`src/rtl/rv_core_pkg.sv`:
```
// rtl/rv_core_pkg.sv - shared core types and constants for the fetch front end
package rv_core_pkg;

    localparam int XLEN = 32;

    localparam logic [XLEN-1:0] NOP_INSTR = 32'h0000_0013;

    typedef struct packed {
        logic [XLEN-1:0] pc;
        logic [XLEN-1:0] instr;
    } fetch_entry_t;

endpackage

```
`src/rtl/fetch_fifo.sv`:
```
// rtl/fetch_fifo.sv - synchronous entry FIFO with flush and occupancy count
module fetch_fifo
    import rv_core_pkg::*;
#(
    parameter int  DEPTH   = 4,
    parameter type entry_t = fetch_entry_t,
    localparam int AW      = $clog2(DEPTH),
    localparam int CW      = AW + 1
) (
    input  logic          clk,
    input  logic          rst,
    input  logic          flush,
    input  logic          push,
    input  entry_t        push_data,
    input  logic          pop,
    output entry_t        head,
    output logic [CW-1:0] count
);

    entry_t        mem [DEPTH];
    logic [AW-1:0] wptr;
    logic [AW-1:0] rptr;

    // Storage has no reset; only pointers and count qualify its contents.
    always_ff @(posedge clk) begin
        if (push) begin
            mem[wptr] <= push_data;
        end
    end

    // Pointer and occupancy update; flush/reset win over push and pop.
    always_ff @(posedge clk) begin
        if (!rst || flush) begin
            wptr  <= '0;
            rptr  <= '0;
            count <= '0;
        end else begin
            if (push) begin
                wptr <= wptr + AW'(1);
            end
            if (pop) begin
                rptr <= rptr + AW'(1);
            end
            case ({push, pop})
                2'b10:   count <= count + CW'(1);
                2'b01:   count <= count - CW'(1);
                default: count <= count;
            endcase
        end
    end

    assign head = mem[rptr];

endmodule

```
`src/rtl/if_fetch_buf.sv`:
```
// rtl/if_fetch_buf.sv - instruction fetch request stage and decode-side buffer
module if_fetch_buf
    import rv_core_pkg::*;
#(
    parameter int DEPTH = 4
) (
    input  logic            clk,
    input  logic            rst,
    input  logic [XLEN-1:0] pc_i,
    input  logic            br_ctrl,
    output logic            pc_stall,
    output logic            imem_en,
    output logic [XLEN-1:0] imem_addr,
    input  logic [XLEN-1:0] imem_rdata,
    output logic            id_valid,
    input  logic            id_ready,
    output logic [XLEN-1:0] id_pc,
    output logic [XLEN-1:0] id_instr
);

    localparam int CW = $clog2(DEPTH) + 1;

    logic            req_vld_q;
    logic [XLEN-1:0] req_pc_q;
    logic [CW-1:0]   count;
    logic            push;
    logic            pop;
    fetch_entry_t    push_data;
    fetch_entry_t    head;

    // A slot is reserved for every request in flight, so a returning word
    // always has room; the stall depends on registered state only.
    assign pc_stall  = rst & ((count + CW'(req_vld_q)) >= CW'(DEPTH));
    assign imem_en   = rst & ~pc_stall;
    assign imem_addr = pc_i;

    // Track the request issued this cycle; a redirect kills the old-path fetch.
    always_ff @(posedge clk) begin
        if (!rst) begin
            req_vld_q <= 1'b0;
            req_pc_q  <= '0;
        end else begin
            req_vld_q <= imem_en & ~br_ctrl;
            req_pc_q  <= pc_i;
        end
    end

    assign push            = req_vld_q;
    assign push_data.pc    = req_pc_q;
    assign push_data.instr = imem_rdata;

    assign id_valid = rst & (count != '0);
    assign pop      = id_valid & id_ready;
    assign id_pc    = head.pc;
    assign id_instr = id_valid ? head.instr : NOP_INSTR;

    fetch_fifo #(
        .DEPTH   (DEPTH),
        .entry_t (fetch_entry_t)
    ) u_fifo (
        .clk       (clk),
        .rst       (rst),
        .flush     (br_ctrl),
        .push      (push),
        .push_data (push_data),
        .pop       (pop),
        .head      (head),
        .count     (count)
    );

endmodule

```
`config.mk`:
```
export PLATFORM = sky130hd
export DESIGN_NAME = if_fetch_buf
export DESIGN_NICKNAME = d
export VERILOG_FILES = /design/src/rtl/rv_core_pkg.sv /design/src/rtl/fetch_fifo.sv /design/src/rtl/if_fetch_buf.sv
export SDC_FILE = /design/constraint.sdc
export NUM_CORES = 1
export LEC_CHECK = 0
export CAP_MARGIN = 20
export CORE_ASPECT_RATIO = 2
export CORE_UTILIZATION = 32
export DETAILED_ROUTE_END_ITERATION = 16
export GPL_TIMING_DRIVEN = 0
export PLACE_DENSITY = 0.57
export SETUP_SLACK_MARGIN = 0.15
export SYNTH_ARGS = -nofsm -noshare
export SYNTH_HDL_FRONTEND = slang
export SYNTH_SLANG_ARGS = --single-unit
```
`constraint.sdc`:
```
create_clock -name clk -period 3.6 [get_ports clk]
set_input_delay 0.72 -clock clk [delete_from_list [all_inputs] [get_ports clk]]
set_output_delay 0.72 -clock clk [all_outputs]
set_load 0.1 [all_outputs]
```
==> metrics.txt, run 1 <==
largest net degree at the start of global routing 44; Skew-Pair Late Insertion Delay 0.54 ns; Critical Path Max Stage Delay approximately 0.47 ns; routability cong. ~0.67; Worst R2R Start u_fifo.count[0]; Area contributors post-synth edfxtp_1, mux4_2, dfxtp_1, buf_4, and2_1; maximum vdd drop between 400 and 500 uV; vias in the first global route about 5,600; gr usage total around an eighth; drc violations 0; worst hold path class flip-flop to flip-flop; gr ovfl total 0; share of cells above drive strength 1 31.0%; Max Root-Sink Buffers 3; Die Footprint ~0.036 mm^2; H-tree depth 1; I/O Pins 167; R2R cell count 8; share of the synthesized area in the top cell type ~69%; post-DR vias/cell ~4.5; critical path type input port to output port; worst slack, placed -0.630 ns; Fmax achieved 301 MHz; # port buffers between 150 and 200; synthesis-stage register bit count 298; CTS root buffer clkbuf_16; Die W approximately 130 um; Slew Viols, Final 0; Post-Layout Cell Count 1,184; Setup Buffers After CTS 0; drt wl/cell 18.9 um; syn avg cell area around 21 um^2; CTS tree built; Setup-failing EPs final 0; Synth-to-Final Area Change 28.1%; worst path cell trace clkdlybuf4s50_1 -> clkbuf_2 -> o31ai_4 -> clkbuf_1 -> nor2b_1 -> buf_4; synthesized cell area between 0.01 and 0.015 mm^2; Core Region about 0.034 mm^2; post-route cell area 0.0142 mm^2; Inst Count DP roughly 1,100; first-pass GRT wire length between 30,000 and 40,000 um; antenna-violating nets left 0; Die Span Y between 200 and 300 um; CP Capture Type output port; Rel. slew slack 33.3%; Slew @ Worst Pin around 1.0 ns; critical path fanouts, max 10; area of the multi-input gates roughly 0.0022 mm^2; row count 96; first drt pass iteration count 6; crit path time final around 3.3 ns; hold-fix buffers at CTS 0; dominant cell type by area after synthesis edfxtp_1; vias post-DR between 5,000 and 6,000; Worst Hold Depth 0; PD cells around 500 mW/mm^2; Crit path required time roughly 2.9 ns; fin nets 797; Worst Setup Start Kind input port; Yosys Warn Count 0; initial cell density of the core between 30% and 40%; initial antenna violation count 2; Hold Path Origin req_pc_q[19]; CTS Buf Count 25; Tot Pwr slightly above 7 mW; initial drt markers between 200 and 250; Reg area about 0.0085 mm^2; reg2reg setup slack 1.60 ns; DPL Wire Length 14,100 um; Hold Path Sink u_fifo.mem[0][51]; final WL 22,300 um; arrival time worst endpoint around 2.6 ns; Placed Area around 0.013 mm^2; final hold violations 0; Final Skew around 0.021 ns; Synth Net Count 600; clk slew on worst S/H paths roughly 0.07 ns; Post-Synthesis Cells 526; CTS Sinks about 300; RSZ-0062 raised after global routing false; Max Cap Viol 0; capturing point of the worst reg2reg path u_fifo.count[2]; filler cell count between 3,000 and 4,000; Final Cycle Share roughly 92%; status finished, final reports clean; sequential fraction of the synthesis area 76.7%; setup ws final roughly 0.27 ns; Leakage roughly 4.7 nW; Cell variety after synth 30; Worst path slowest cell clkdlybuf4s50_1
## registers in the layout, summed over array words and instances, names as in the netlist, named ones only
signal / cells
push: 1
u_fifo.count: 3
u_fifo.mem: 256
u_fifo.wptr: 2
req_pc_q: 32
u_fifo.rptr: 2
## routing by layer
layer | global-route usage, % | wire, um | vias up
met5 | 0 | 12 | -
met2 | 24.3 | 12500 | 131
met1 | 13.2 | 8140 | 2693
li1 | - | - | 2421
met4 | 5.56 | 742 | 2
met3 | 1.92 | 903 | 35
## cell type report
| cell class | instances | area share [%] |
|---|---|---|
| plain buffers | 55 | 2.86 |
| repair buffers | 170 | 12.4 |
| flip-flops and latches | 298 | 59.9 |
| diodes | 1 | 0.0176 |
| clock inverters | 16 | 0.948 |
| clock buffers | 30 | 4.59 |
| inverters | 8 | 0.211 |
| multi-input cells | 165 | 15.2 |
| well taps | 441 | 3.87 |
## worst max-delay path: cells and delay by family
family          cells  cell delay [ns]
compound gates      1             0.17
buf+inv             4             1.38
simple gates        1             0.32
## cell families (layout without fill, tap and decap cells)
logic type      count (synthesis)  in the layout  share of synthesized area, %
mux                            65             65                          13.1
flops                         298            298                          76.7
fa+ha+maj                       6              6                         0.742
simple gates                   82             82                          4.64
compound gates                  6              6                         0.484
other cells                     0              1                             0
buf+inv                        63            279                          3.92
xor+xnor                        6              6                         0.472
## cell usage in the layout (no fill, tap or decap), types with 5 or more instances in the layout
cell and count:
and2_1 33, buf_2 17, buf_4 38, clkbuf_1 9, clkbuf_16 25, clkdlybuf4s15_2 50, clkdlybuf4s50_1 99, clkinv_2 8
dfxtp_1 42, edfxtp_1 256, ha_1 5, inv_1 8, mux4_2 63, nor2_1 8, nor2b_1 27, xor2_1 5
## through the flow
step,hold WS (ns),util [%],TNS (ns)
after floorplan,0.438,-,0
after global placement,0.446,39.0,-118.57
after detailed placement,0.463,39.3,-12.08
after CTS,0.466,41.7,0
after global routing,0.485,41.6,0
final,0.472,41.6,0
## how the worst max path moves through the flow
stage	start	depth (start not counted)	endpoint	slack [ns]
final	rst	6	id_instr[6]	0.27
after global routing	rst	6	id_instr[1]	0.15
after CTS	rst	6	id_instr[14]	0.15
after detailed placement	rst	6	id_instr[6]	-0.63
after global placement	rst	6	id_instr[6]	-0.62
after floorplan	rst	4	id_instr[10]	0.29
## repair_timing
item,in CTS,in global routing
pin swaps,0,0
setup endpoints to repair,67,10
gates resized for setup,221,15
## Yosys cell counts, drive strengths merged
master    n
clkbuf    8
mux2i     1
xor2      5
nand2b    1
or2       3
inv       8
o21ai     1
or3       1
o311ai    2
dfxtp    42
ha        5
nor2b    30
buf      47
xnor2     1
nor2      8
a21oi     2
fa        1
mux4     64
nand3     1
o31ai     1
edfxtp  256
and3b     1
and2     37
## power breakdown
part	switching (mW)	internal, mW
Clock	1.18	1.45
Combinational	0.448	0.211
Sequential	0.0277	3.81
Total	1.66	5.47
(Power assumes the default switching activity.)
==> run 2: changes to the inputs <==
SKIP_CTS_REPAIR_TIMING = 1   (was default)
==> run 2 against run 1 <==
  * Cell area decreased by 0.68%
  * Combinational power about the same
  * Setup slack got worse by 0.059 ns
  * Critical path depth unchanged
  * Sequential share of layout area increased by 0.41 points
  * Clock power about the same
  * Clock skew about the same
  * Via count decreased by 0.21%
  * Global-route usage about the same
  * Worst hold slack about the same
==> metrics.txt, run 2 (synthesis gave the netlist of run 1 again) <==
maximum vdd drop 417 uV (-0.26%); most common cell after layout, fill and taps aside edfxtp_1; leading cell types in the layout, fill and taps excluded edfxtp_1, clkdlybuf4s50_1, mux4_2; initial cell density of the core 32.5% (unchanged); worst hold path class flip-flop to flip-flop; critical path fanouts, max 10 (unchanged); initial antenna violation count 2 (unchanged); Die W 134 um (unchanged); Final Skew 0.0211 ns (-0.0000775 ns); Tot Pwr 7.12 mW (about the same); fin nets 797 (unchanged); Fin Hold WS 0.472 ns (-0.000454 ns); Largest regs u_fifo.mem: 256 flops, req_pc_q: 32 flops, u_fifo.count: 3 flops; H-tree depth 1 (unchanged); Largest Register u_fifo.mem; post-route cell area 0.0142 mm^2 (-0.68%); Final Cycle Share 94.0% (+1.6 points); vias post-DR 5,271 (-0.21%); Crit path required time 2.88 ns (about the same); critical path type input port to output port; drc violations 0 (unchanged); Core Region 0.0342 mm^2 (unchanged); Worst Setup Start Kind input port; final WL 22,400 um (+0.19%); setup ws final 0.214 ns (-0.0594 ns); RSZ-0062 raised after global routing true; Die Footprint 0.0356 mm^2 (unchanged); antenna-violating nets left 0 (unchanged); Synth-to-Final Area Change 27.2%; Rel. slew slack 26.3% (-7.0 points); first drt pass iteration count 6 (unchanged); arrival time worst endpoint 2.67 ns (+0.06 ns); drt wl/cell 18.9 um (+0.19%); Placed Area 0.0135 mm^2 (unchanged); DPL Wire Length 14,100 um (unchanged); CTS tree built; gr usage total 12.6% (about the same); Skew-Pair Late Insertion Delay 0.54 ns (about the same); max reg flops 256 (unchanged); vias in the first global route 5,610 (-0.053%); setup TNS 0 ns (unchanged); Fmax achieved 295 MHz (-1.8%); crit path time final 3.39 ns (+0.0594 ns); Inst Count DP 1,137 (unchanged); Post-Layout Cell Count 1,184 (unchanged); post-DR vias/cell 4.45 (-0.21%); Die Span Y 266 um (unchanged); row count 96 (unchanged); Slew Viols, Final 0 (unchanged); worst slack, placed -0.630 ns (unchanged); CTS Buf Count 25 (unchanged); clk slew on worst S/H paths 0.07 ns (about the same); CP Capture Type output port; CTS Sinks 298 (unchanged); I/O Pins 167 (unchanged); Max Root-Sink Buffers 3 (unchanged); Slew @ Worst Pin 1.10 ns (+0.106 ns); status finished, final reports clean; CTS root buffer clkbuf_16; Setup-failing EPs final 0 (unchanged); first-pass GRT wire length 32,900 um (about the same); Leakage 4.98 nW (+6.2%); # port buffers 166 (unchanged); PD cells 503 mW/mm^2 (+0.60%); gr ovfl total 0 (unchanged); routability cong. 0.669 (unchanged); initial drt markers 239 (+2.1%); final core utilization 41.3% (-0.28 points); Max Cap Viol 0 (unchanged); final hold violations 0 (unchanged); largest net degree at the start of global routing 44 (unchanged); share of cells above drive strength 1 27.0% (-4.0 points)
run 2: cell count changes in the layout (fill, tap and decap cells not counted), sizes merged:
cell / delta
dlygate4sd2: -1
clkbuf: +32
clkdlybuf4s15: -50
dlymetal6s2s: +31
buf: -12
run 2: worst max-delay path, cell delays in order:
cell             delay (ns)
clkdlybuf4s50_1        0.47
clkbuf_2               0.24
o31ai_4                0.17
clkbuf_2               0.28
nor2b_1                0.27
clkbuf_2               0.50
run 2: worst paths after layout:
check	start	to	slack, ns	depth (start not counted)
max reg2reg	u_fifo.count[0]	u_fifo.count[2]	1.60	8
min reg2reg	req_pc_q[19]	u_fifo.mem[0][51]	0.47	0
max	rst	id_instr[6]	0.21	6
min	req_pc_q[19]	u_fifo.mem[0][51]	0.47	0
run 2: metal layers:
metal,track usage (%),share of wire (%),up-vias
met1,13.2,37,2686
met4,5.56,2.8,2
met5,0,0.076,-
met2,24.2,56,131
met3,1.92,4.2,32
li1,-,-,2420
run 2: cell type report:
cell class              count  area, um^2
fillers                  3121       20100
multi-input cells         165        2170
flip-flops and latches    298        8530
repair buffers            170        1670
inverters                   8        30.0
diodes                      1        2.50
clock buffers              30         654
clock inverters            16         135
plain buffers              55         408
well taps                 441         552
run 2: where the power goes:
group / internal [mW] / total [mW] / switching [mW]
combinational: 0.210 / 0.657 / 0.447
clock: 1.45 / 2.63 / 1.18
sequential: 3.81 / 3.84 / 0.0276
total: 5.47 / 7.12 / 1.65
==> run 3: changes to the inputs <==
PLACE_DENSITY = default   (was 0.57)
==> run 3 against run 2 <==
  * Combinational power hardly changed
  * Die area did not move
  * Critical endpoint unchanged
  * Final cell count about the same
  * Global-route usage barely moved
  * Largest cell class unchanged
==> metrics.txt, run 3 (synthesis gave the netlist of run 1 again) <==
Fin Hold WS 0.476 ns (+0.00415 ns); largest net degree at the start of global routing 36 (-18%); Switching Fraction 23.0% (-0.21 points); Final Skew 0.00765 ns (-0.0134 ns); Post-Layout Cell Count 1,185 (+0.084%); CTS root buffer clkbuf_16; Max Cap Viol 0 (unchanged); Rel. slew slack 28.2% (+1.9 points); critical path type input port to output port; Sequential Power Share 53.9% (about the same); Final Cycle Share 93.3% (-0.72 points); vias post-DR 5,266 (-0.095%); CP Capture Type output port; share of cells above drive strength 1 26.3% (-0.61 points); final hold violations 0 (unchanged); Worst path slowest cell clkbuf_2; post-route cell area 0.0142 mm^2 (about the same); gr usage total 12.6% (+0.031 points); I/O Pins 167 (unchanged); Core Region 0.0342 mm^2 (unchanged); R2R cell count 8 (unchanged); setup TNS 0 ns (unchanged); initial cell density of the core 32.5% (unchanged); DPL Wire Length 14,400 um (+2.1%); worst hold path class flip-flop to flip-flop; Tot Pwr 7.13 mW (about the same); CTS Sinks 298 (unchanged); area of the multi-input gates 0.00217 mm^2 (unchanged); fin nets 798 (+0.13%); first drt pass iteration count 4 (-2); maximum vdd drop 304 uV (-27%); drt wl/cell 18.6 um (-1.5%); CTS Buf Count 26 (+4.0%); Inst Count DP 1,137 (unchanged); PD cells 503 mW/mm^2 (about the same); Die Footprint 0.0356 mm^2 (unchanged); Die Span Y 266 um (unchanged); most common cell after layout, fill and taps aside edfxtp_1; Largest Register u_fifo.mem; Worst Setup Start Kind input port; status finished, final reports clean; Critical Path Max Stage Delay 0.49 ns (about the same); arrival time worst endpoint 2.64 ns (-0.03 ns); crit path time final 3.36 ns (-0.0259 ns); row count 96 (unchanged); critical path fanouts, max 10 (unchanged); final WL 22,000 um (-1.4%); Max Root-Sink Buffers 3 (unchanged); H-tree depth 1 (unchanged); antenna cells 0 (-1); post-DR vias/cell 4.44 (-0.18%); Setup-failing EPs final 0 (unchanged); routability cong. 0.711 (+6.2%); initial antenna violation count 2 (unchanged); clock share of power 36.9% (about the same); drc violations 0 (unchanged); Skew-Pair Late Insertion Delay 0.54 ns (about the same); cell mode on critical path clkbuf_2; Fmax achieved 298 MHz (+0.77%); worst path cell trace clkdlybuf4s50_1 -> clkbuf_2 -> o31ai_4 -> clkbuf_2 -> nor2b_1 -> clkbuf_2; Worst Hold Depth 0 (unchanged); Slew @ Worst Pin 1.08 ns (-0.0291 ns); # port buffers 166 (unchanged); cell internal pwr 5.49 mW (+0.35%); initial drt markers 188 (-21%); Largest regs u_fifo.mem: 256 flops, req_pc_q: 32 flops, u_fifo.count: 3 flops; Synth-to-Final Area Change 27.3% (about the same); antenna-violating nets left 0 (unchanged); max reg flops 256 (unchanged); filler cell count 3,084 (-1.2%); Comb pwr share 9.2% (about the same); Slew Viols, Final 0 (unchanged); Psw 1.64 mW (-0.86%); Placed Area 0.0134 mm^2 (-0.17%); clk slew on worst S/H paths 0.06 ns (about the same); vias in the first global route 5,683 (+1.3%); Reg area 0.00853 mm^2 (unchanged); leading cell types in the layout, fill and taps excluded edfxtp_1, clkdlybuf4s50_1, mux4_2; first-pass GRT wire length 33,200 um (+1.0%); Leakage 5.01 nW (+0.56%); gr ovfl total 0 (unchanged); Crit path required time 2.88 ns (about the same); Die W 134 um (unchanged); CTS tree built; RSZ-0062 raised after global routing true
-- run 3: cell types whose count changed in the layout (fill, tap and decap cells not counted), moves of 3 or more --
cell            change
clkbuf_2            -3
clkbuf_8            +3
clkbuf_1            +5
buf_16              -3
dlymetal6s2s_1      +3
clkinv_2            -3
buf_12              +3
-- run 3: metrics by stage --
stage	util (%)	setup WS, ns
finish	41.4	0.240
global route	41.4	0.0869
detailed placement	39.3	-0.612
floorplan	-	0.293
CTS	41.6	-0.617
global placement	39.0	-0.623
-- run 3: final cells by class --
cell class | instances | share of cell area (%)
Sequential cell | 298 | 60.2
Multi-Input combinational cell | 165 | 15.3
Timing Repair Buffer | 170 | 11.8
Clock buffer | 41 | 5.42
Tap cell | 441 | 3.90
Buffer | 55 | 2.89
Clock inverter | 7 | 0.256
Inverter | 8 | 0.212
-- run 3: power groups by stage --
stage	Clock (mW)	Combinational [mW]	Sequential, mW
2_1_floorplan	0	0.454	3.91
3_3_place_gp	0	0.667	3.92
3_5_place_dp	0	0.674	3.92
4_1_cts	2.72	0.676	3.84
5_1_grt	2.85	0.684	3.85
6_report	2.63	0.656	3.84
-- run 3: path summary, 6_finish.rpt --
path	slack, ns	endpoint	from
hold / removal	0.48	u_fifo.mem[1][57]	req_pc_q[25]
hold reg to reg	0.48	u_fifo.mem[1][57]	req_pc_q[25]
setup / recovery	0.24	id_instr[6]	rst
setup reg to reg	1.54	u_fifo.count[2]	u_fifo.count[0]
-- run 3: routing by layer --
metal | track usage (%) | vias to the layer above | routed length, um
li1 | - | 2426 | -
met5 | 0 | - | 8
met2 | 25.5 | 124 | 13000
met1 | 12.7 | 2683 | 7610
met3 | 1.81 | 31 | 898
met4 | 4.48 | 2 | 516
-- run 3: worst max-delay path: cells and delay by family --
family	cells	cell delay, ns
simple gates	1	0.23
buf+inv	4	1.49
compound gates	1	0.18
